`src/rtl/multicycle_control32.sv`:
```
// multicycle_control32: multi-cycle IF/ID/EX/MEM/WB sequencer for the 32-bit MIPS datapath.
// Ports:
//   clock, reset            rising-edge clock, synchronous active-high reset
//   opcode, funct           IR fields; instruction is the full IR (0 = halt)
//   alu_zero, alu_result    ALU flag (EX) and effective address (MEM)
//   mem_ready               memory/IO access-complete acknowledge
//   state                   current state code (IF=0 ID=1 EX=2 MEM=3 WB=4 HALT=5)
//   ir_write..pc_branch     IR load and PC update strobes
//   reg_write..mem_to_reg   register-file write controls
//   mem_*/io_*              bus strobes, exactly one high during a MEM access
//   instr_done              one-cycle pulse in the IF cycle after an instruction retires
//   halted, bus_error       HALT indicator, sticky MEM timeout flag
module multicycle_control32 #(
   parameter int          TIMEOUT  = 16,
   parameter logic [31:0] IO_ADDR1 = 32'h0000_3FFF,
   parameter logic [31:0] IO_ADDR2 = 32'h0000_3FFB
) (
   input  logic        clock,
   input  logic        reset,
   input  logic [5:0]  opcode,
   input  logic [5:0]  funct,
   input  logic [31:0] instruction,
   input  logic        alu_zero,
   input  logic [31:0] alu_result,
   input  logic        mem_ready,
   output logic [2:0]  state,
   output logic        ir_write,
   output logic        pc_inc,
   output logic        pc_jump,
   output logic        pc_jr,
   output logic        pc_branch,
   output logic        reg_write,
   output logic        reg_dst,
   output logic        jal_link,
   output logic        mem_to_reg,
   output logic        mem_read,
   output logic        mem_write,
   output logic        io_read1,
   output logic        io_write1,
   output logic        io_read2,
   output logic        io_write2,
   output logic        instr_done,
   output logic        halted,
   output logic        bus_error
);
   typedef enum logic [2:0] {IF_S = 3'd0, ID_S = 3'd1, EX_S = 3'd2, MEM_S = 3'd3, WB_S = 3'd4, HALT_S = 3'd5} state_t;
   localparam int CW = $clog2(TIMEOUT);
   localparam logic [CW-1:0] LAST = CW'(TIMEOUT - 1);
   state_t state_q, nxt;
   logic [CW-1:0] cnt_q;
   logic done_q;
   logic is_r, is_lw, is_sw, is_imm, is_jr, sel1, sel2, sel_mem, timeout;
   assign is_r    = opcode == 6'b000000;
   assign is_lw   = opcode == 6'b100011;
   assign is_sw   = opcode == 6'b101011;
   assign is_imm  = opcode[5:3] == 3'b001;
   assign is_jr   = is_r && funct == 6'b001000;
   assign sel1    = alu_result == IO_ADDR1;
   assign sel2    = !sel1 && alu_result == IO_ADDR2;
   assign sel_mem = !sel1 && !sel2;
   // ready takes priority: a timeout only counts when the final wait cycle sees no ready
   assign timeout = !mem_ready && cnt_q == LAST;
   assign state      = state_q;
   assign halted     = state_q == HALT_S;
   assign instr_done = done_q && !reset;
   always_comb begin
      nxt = IF_S;
      {ir_write, pc_inc, pc_jump, pc_jr, pc_branch, reg_write, reg_dst, jal_link, mem_to_reg} = '0;
      {mem_read, mem_write, io_read1, io_write1, io_read2, io_write2} = '0;
      case (state_q)
         IF_S: begin
            ir_write = 1'b1;
            pc_inc   = 1'b1;
            nxt      = ID_S;
         end
         ID_S: begin
            if (instruction == 32'd0) nxt = HALT_S;
            else if (opcode == 6'b000010) pc_jump = 1'b1;
            else if (opcode == 6'b000011) {pc_jump, reg_write, jal_link} = 3'b111;
            else if (is_jr) pc_jr = 1'b1;
            else nxt = EX_S;
         end
         EX_S: begin
            pc_branch = (opcode == 6'b000100 && alu_zero) || (opcode == 6'b000101 && !alu_zero);
            nxt = (is_r || is_imm) ? WB_S : (is_lw || is_sw) ? MEM_S : IF_S;
         end
         MEM_S: begin
            mem_read  = is_lw && sel_mem;
            mem_write = is_sw && sel_mem;
            io_read1  = is_lw && sel1;
            io_write1 = is_sw && sel1;
            io_read2  = is_lw && sel2;
            io_write2 = is_sw && sel2;
            nxt = mem_ready ? (is_lw ? WB_S : IF_S) : timeout ? IF_S : MEM_S;
         end
         WB_S: begin
            reg_write  = 1'b1;
            reg_dst    = is_r;
            mem_to_reg = is_lw;
         end
         HALT_S: nxt = HALT_S;
         default: nxt = IF_S;
      endcase
      // strobes drop in the reset cycle itself, even mid-access
      if (reset) begin
         {ir_write, pc_inc, pc_jump, pc_jr, pc_branch, reg_write, reg_dst, jal_link, mem_to_reg} = '0;
         {mem_read, mem_write, io_read1, io_write1, io_read2, io_write2} = '0;
      end
   end
   always_ff @(posedge clock) begin
      if (reset) begin
         state_q   <= IF_S;
         cnt_q     <= '0;
         bus_error <= 1'b0;
         done_q    <= 1'b0;
      end else begin
         state_q   <= nxt;
         cnt_q     <= (state_q == MEM_S && nxt == MEM_S) ? cnt_q + 1'b1 : '0;
         bus_error <= bus_error || (state_q == MEM_S && timeout);
         done_q    <= nxt == IF_S && state_q inside {ID_S, EX_S, MEM_S, WB_S};
      end
   end
endmodule

```
`config.mk`:
```
export PLATFORM = sky130hd
export DESIGN_NAME = multicycle_control32
export DESIGN_NICKNAME = d
export VERILOG_FILES = /design/src/rtl/multicycle_control32.sv
export SDC_FILE = /design/constraint.sdc
export NUM_CORES = 1
export LEC_CHECK = 0
export BUFFER_PORTS_ARGS = -buffer_cell sky130_fd_sc_hd__buf_2
export CAP_MARGIN = 20
export CORE_ASPECT_RATIO = 0.5
export CORE_MARGIN = 2
export CORE_UTILIZATION = 29
export CTS_CLUSTER_DIAMETER = 120
export DETAILED_ROUTE_END_ITERATION = 8
export PLACE_DENSITY = 0.81
export SYNTH_ARGS = -nofsm -noshare
export SYNTH_HDL_FRONTEND = slang
export SYNTH_SLANG_ARGS = --single-unit
```
`constraint.sdc`:
```
create_clock -name clock -period 1.67 [get_ports clock]
set_input_delay 0.334 -clock clock [delete_from_list [all_inputs] [get_ports clock]]
set_output_delay 0.334 -clock clock [all_outputs]
set_load 0.05 [all_outputs]
```
### Yosys cells after proc, flatten, opt, wreduce, memory -nomap -nowiden

Cells that the tools add are included.

| cells by class | value |
|---|---|
| muxes and demuxes | 47 |
| reductions and logical operators | 31 |
| equality and inequality tests | 17 |
| bitwise logic cells | 1 |
| $add $sub $neg | 1 |

Operators by type and width:

| cell | number |
|---|---|
| $eq 32x14->1 const B | 2 |
| $mux 1 | 36 |
| $logic_not 32->1 | 1 |
| $logic_and 1x1->1 | 16 |
| $pmux 3 s5 | 1 |
| $eq 6x2->1 const B | 2 |
| $eq 6x3->1 const B | 2 |
| $eq 6x6->1 const B | 2 |
| $mux 3 | 4 |
| $mux 2 | 5 |
| $eq 3x2->1 const B | 3 |
| $eq 3x1->1 const B | 2 |
| $eq 3x3->1 const B | 2 |
| $eq 6x4->1 const B | 1 |
| $logic_not 3->1 | 2 |
| $logic_not 6->1 | 1 |
| $logic_not 1->1 | 5 |
| $add 4x1->4 const B | 1 |
| $eq 4x4->1 const B | 1 |
| $logic_or 1x1->1 | 4 |
| $reduce_bool 4->1 | 1 |
| $pmux 1 s2 | 1 |
| $reduce_or 2->1 | 1 |
| $not 1->1 | 1 |

| word-level totals | value |
|---|---|
| output and inout port bits | 21 |
| register bits | 9 |

### Logic depth before layout (Yosys ltp)

| logic depth | value |
|---|---|
| depth in word-level cells | 11 |
| gate-level depth with buffers | 6 |

### Worst setup path before layout

No wires, ideal clock.

| timing | value |
|---|---|
| path kind | flip-flop to output port |
| start point | register state_q[0] (netlist: state[0]) |
| end point | output port pc_inc |
| stages on the path, launching flop included | 4 |
| path buffers | 2 |
| data arrival time | 2.697 ns |
| setup slack | -1.361 ns |
| cells stage by stage | dfxtp_1 -> buf_6 -> nor4_1 -> buf_4 |

| between the ends | value |
|---|---|
| longest elaborated chain between the ends | 3 |

RTL lines:

| item | line | RTL |
|---|---|---|
| from (decl) | 49 | `state_t state_q, nxt;` |
| from (signal assigned) | 117 | `state_q <= nxt;` |
| $logic_not 3->1 | n/a |  |
| $mux 1 (2 in a row) | n/a |  |
| to (decl) | 28 | `output logic pc_inc,` |

Every way passes these cells.

### Final worst setup path

| timing | value |
|---|---|
| start point | input port alu_result[30] |
| end point | output port io_write1 |

| between the ends | value |
|---|---|
| longest elaborated chain between the ends | 4 |

RTL lines:

| item | line | RTL |
|---|---|---|
| from (decl) | 24 | `input logic [31:0] alu_result,` |
| $eq 32x14->1 | 58 | `assign sel1 = alu_result == IO_ADDR1;` |
| $logic_and 1x1->1 | 91 | `io_write1 = is_sw && sel1;` |
| $mux 1 | 70 | `case (state_q)` |
| $mux 1 | 105 | `if (reset) begin` |
| to (decl) | 39 | `output logic io_write1,` |

Every way passes these cells.

==> results.yml <==
outcome:
  outcome: "finished with violations"
  violations: "setup timing"
layout:
  antenna_cells: 0
  seqCellArea_sq_um: 188.9
  multi_input_area_sq_um: 877.1
  fill_cells: 148
  fin_nets: 331
  drive_gt1_share_pct: 72.69
  final_cells: 286
  area_growth_pct: 163.5
sta:
  period_needed_ns: 2.176
  period_share_pct: 130.3
  max_slew_margin_pct: 67.56
  setup_tns_ns: -5.355
  hold_violations: 0
  rsz0062_at_grt: "true"
  finalSetupViolCount: 22
  setup_slack_ns: -0.5056
  fmax_mhz: 459.7
  worst_clock_skew_ns: 0.002875
  slew_violations: 0
  tightest_slew_ns: 0.4828
logic_synthesis:
  synth_top_family_by_area: "simple AND/OR/NAND/NOR gates"
  synth_most_common_cell: "nor2_1"
  yosysTopAreaCellShare_pct: 22.40
  synth_fa_ha_area_share_pct: 1.555
  yosys-top-cells-area: "dfxtp_1 22%, nor4_1 12%, nor2_1 7.9%"
  synth_mux_area_share_pct: 1.400
  synth-edff-count: 0
  synth_top_area_cell: "dfxtp_1"
  syn_area_sq_um: 804.5
  yosys_warnings: 0
  synthSimpleGateAreaFrac_pct: 57.70
  synth_common_cells: "17 x nor2_1, 15 x nor4_1, 9 x dfxtp_1, 9 x nor3_1, 6 x nand4_1"
  synth-async-reset-ratio_pct: 0
  seq_area_frac_synth_pct: 22.40
  syn_nets: 191
  synth_seq_cells: 9
  synth_compound_area_share_pct: 7.932
  synth_cells: 110
  synth_xor_area_share_pct: 4.355
  avgSynthCellArea_sq_um: 7.314
  synth_ff_type: "dfxtp_1"
  synthDistinctLibCells: 35
critical_path:
  path_common_cell: "nor2_4"
  cpLargestDelayFamily: "simple AND/OR/NAND/NOR gates"
  cp_num_buf_inv: 2
  crit_path_end_kind: "output port"
  slowest_delay_ns: 0.54
  cp_slowest_cell: "or4_4"
  r2r_setup_slack_ns: 0.01
  crit_fanout: 3
  timing.rr.start: "state[1]$_SDFF_PP0_"
  start_kind: "primary input"
  startpoint: "alu_result[30]"
  crit_type: "primary input to output port"
  cp_data_arrival_time_ns: 1.84
  required_ns: 1.34
  path_cells: "buf_6 > nand4b_1 > or4_4 > nor2_4 > nand4_1 > nor2_4 > buf_8"
drt:
  viasPerCell: 5.591
  postRouteAntennaNets: 0
  wirelength_um: 5593
  wl_per_cell_um: 19.56
  detail_route.iter0.violations: 67
  drtPass1Iterations: 4
  vias: 1599
  drc: 0
place:
  place_congestion: 0.7786
  portBuffers: 100
  dp_hpwl_um: 2936
  dp.cells: 267
power_and_ir_drop:
  p_comb_share_pct: 51.1
  intPower_w: 0.0006459
  swShare_pct: 34.57
  p_switching_w: 0.0003413
  clockPowerShare_pct: 25.0
  power.total_w: 0.0009872
  power_frac_seq_pct: 23.9
  worst_ir_drop_vdd_mv: 0.6078
  cellPowerDensity_nw_per_um2: 465.8
  p_leak_nw: 0.9763
floorplanning:
  core_area_sq_um: 2619
  die_x_um: 78.49
  fp.dieH_um: 41.25
  rows: 13
  ioPinCount: 101
  die-area_sq_um: 3237
  initial_core_util_pct: 30.72
grt:
  grt_overflow_total: 0
  grt_pass1_vias: 1425
  grt.total_usage_pct: 26.05
  grt_start_max_net_pins: 11
  grt_pass1_wl_um: 6265
  antenna_found_initial: 0
clock_tree:
  insertion_delay_ns: 0.23
  cts-root-buf: "clkbuf_8"
  numCtsBuffers: 3
  cts-htree-levels: 1
  cts_sinks: 9
  clkTransAtPathRegs_ns: 0.04
  cts_tree: "done"
  postCtsHoldBufs: 0
  clockBufferDepth: 2
min_path:
  worst_hold_startpoint: "mem_ready"
  min_path_type: "primary input to flip-flop"
run:
  max_cap_viol_count: 0
==> cell usage in the layout, fill, tap and decap left out, drive strengths merged, types with 2 or more instances in the layout <==
| cell type | n |
|---|---|
| nand3b | 3 |
| dfxtp | 9 |
| xor2 | 2 |
| or3 | 2 |
| nand3 | 2 |
| nor4 | 15 |
| xnor2 | 2 |
| nand2 | 4 |
| nor2 | 17 |
| inv | 4 |
| clkbuf | 4 |
| nor3 | 9 |
| o21ai | 3 |
| buf | 138 |
| nor2b | 3 |
| or2 | 3 |
| a31oi | 2 |
| nor3b | 5 |
| nand4b | 4 |
| nand4 | 6 |
==> final timing paths <==
| check | endpoint | cells past startpoint |
|---|---|---|
| setup / recovery | io_write1 | 7 |
| hold / removal | bus_error$_SDFF_PP0_ | 4 |
| setup reg to reg | done_q$_SDFF_PP0_ | 6 |
| hold reg to reg | bus_error$_SDFF_PP0_ | 2 |
==> layer usage <==
layer  vias up  GRT usage, %  wire, um
met1       737         27.48      2056
met4         0         21.49       404
met2       109         51.29      2726
met5         -             0         0
met3        46         3.524       405
li1        707             -         -
==> state kept, by name (all words and copies together), names as in the netlist <==
signal and count:
cnt_q 4, state 3, bus_error 1, done_q 1
==> power by group through the flow <==
stage | Clock [W] | Combinational [W] | Sequential (W)
2_1_floorplan | 0 | 0.000153 | 0.000265
3_3_place_gp | 0 | 0.000352 | 0.000235
3_5_place_dp | 0 | 0.000359 | 0.000235
4_1_cts | 0.000255 | 0.000415 | 0.000234
5_1_grt | 0.000260 | 0.000526 | 0.000236
6_report | 0.000247 | 0.000504 | 0.000236
==> what timing repair did <==
item / in CTS / in global routing
endpoints found under the hold margin: 0 / 0
setup endpoints to repair: 14 / 22
gates resized for setup: 46 / 23
setup buffers: 11 / 6
pin swaps: 16 / 10
==> through the flow <==
step / setup WS (ns) / utilization (%) / instance area [sq um] / hold slack [ns]
2_1_floorplan: -0.4125 / - / 980.9 / 0.4333
3_3_place_gp: -0.4910 / 64.07 / 1678 / 0.4469
3_5_place_dp: -0.5404 / 64.07 / 1678 / 0.4608
4_1_cts: -0.4300 / 75.30 / 1972 / 0.4215
5_1_grt: -0.5371 / 80.94 / 2120 / 0.4940
6_report: -0.5056 / 80.94 / 2120 / 0.4563
==> worst register-to-register path: stages (launching register included) <==
cell	delay (ns)
dfxtp_4	0.36
buf_6	0.12
or3b_4	0.42
a2111oi_4	0.21
or2_1	0.17
a211oi_2	0.06
and3_1	0.20
==> cell families after synthesis <==
logic type | after synthesis
fa+ha+maj | 1
buf+inv | 7
compound gates | 9
simple gates | 79
xor+xnor | 4
flops | 9
mux | 1
==> area by class of cell <==
class / count / area share [%]
clock buffer: 4 / 2.125
inverter: 4 / 0.7084
multi-input combinational: 94 / 41.38
sequential: 9 / 8.914
tap: 37 / 2.184
timing repair buffer: 138 / 44.69
Power figures use the tool's default switching activity.
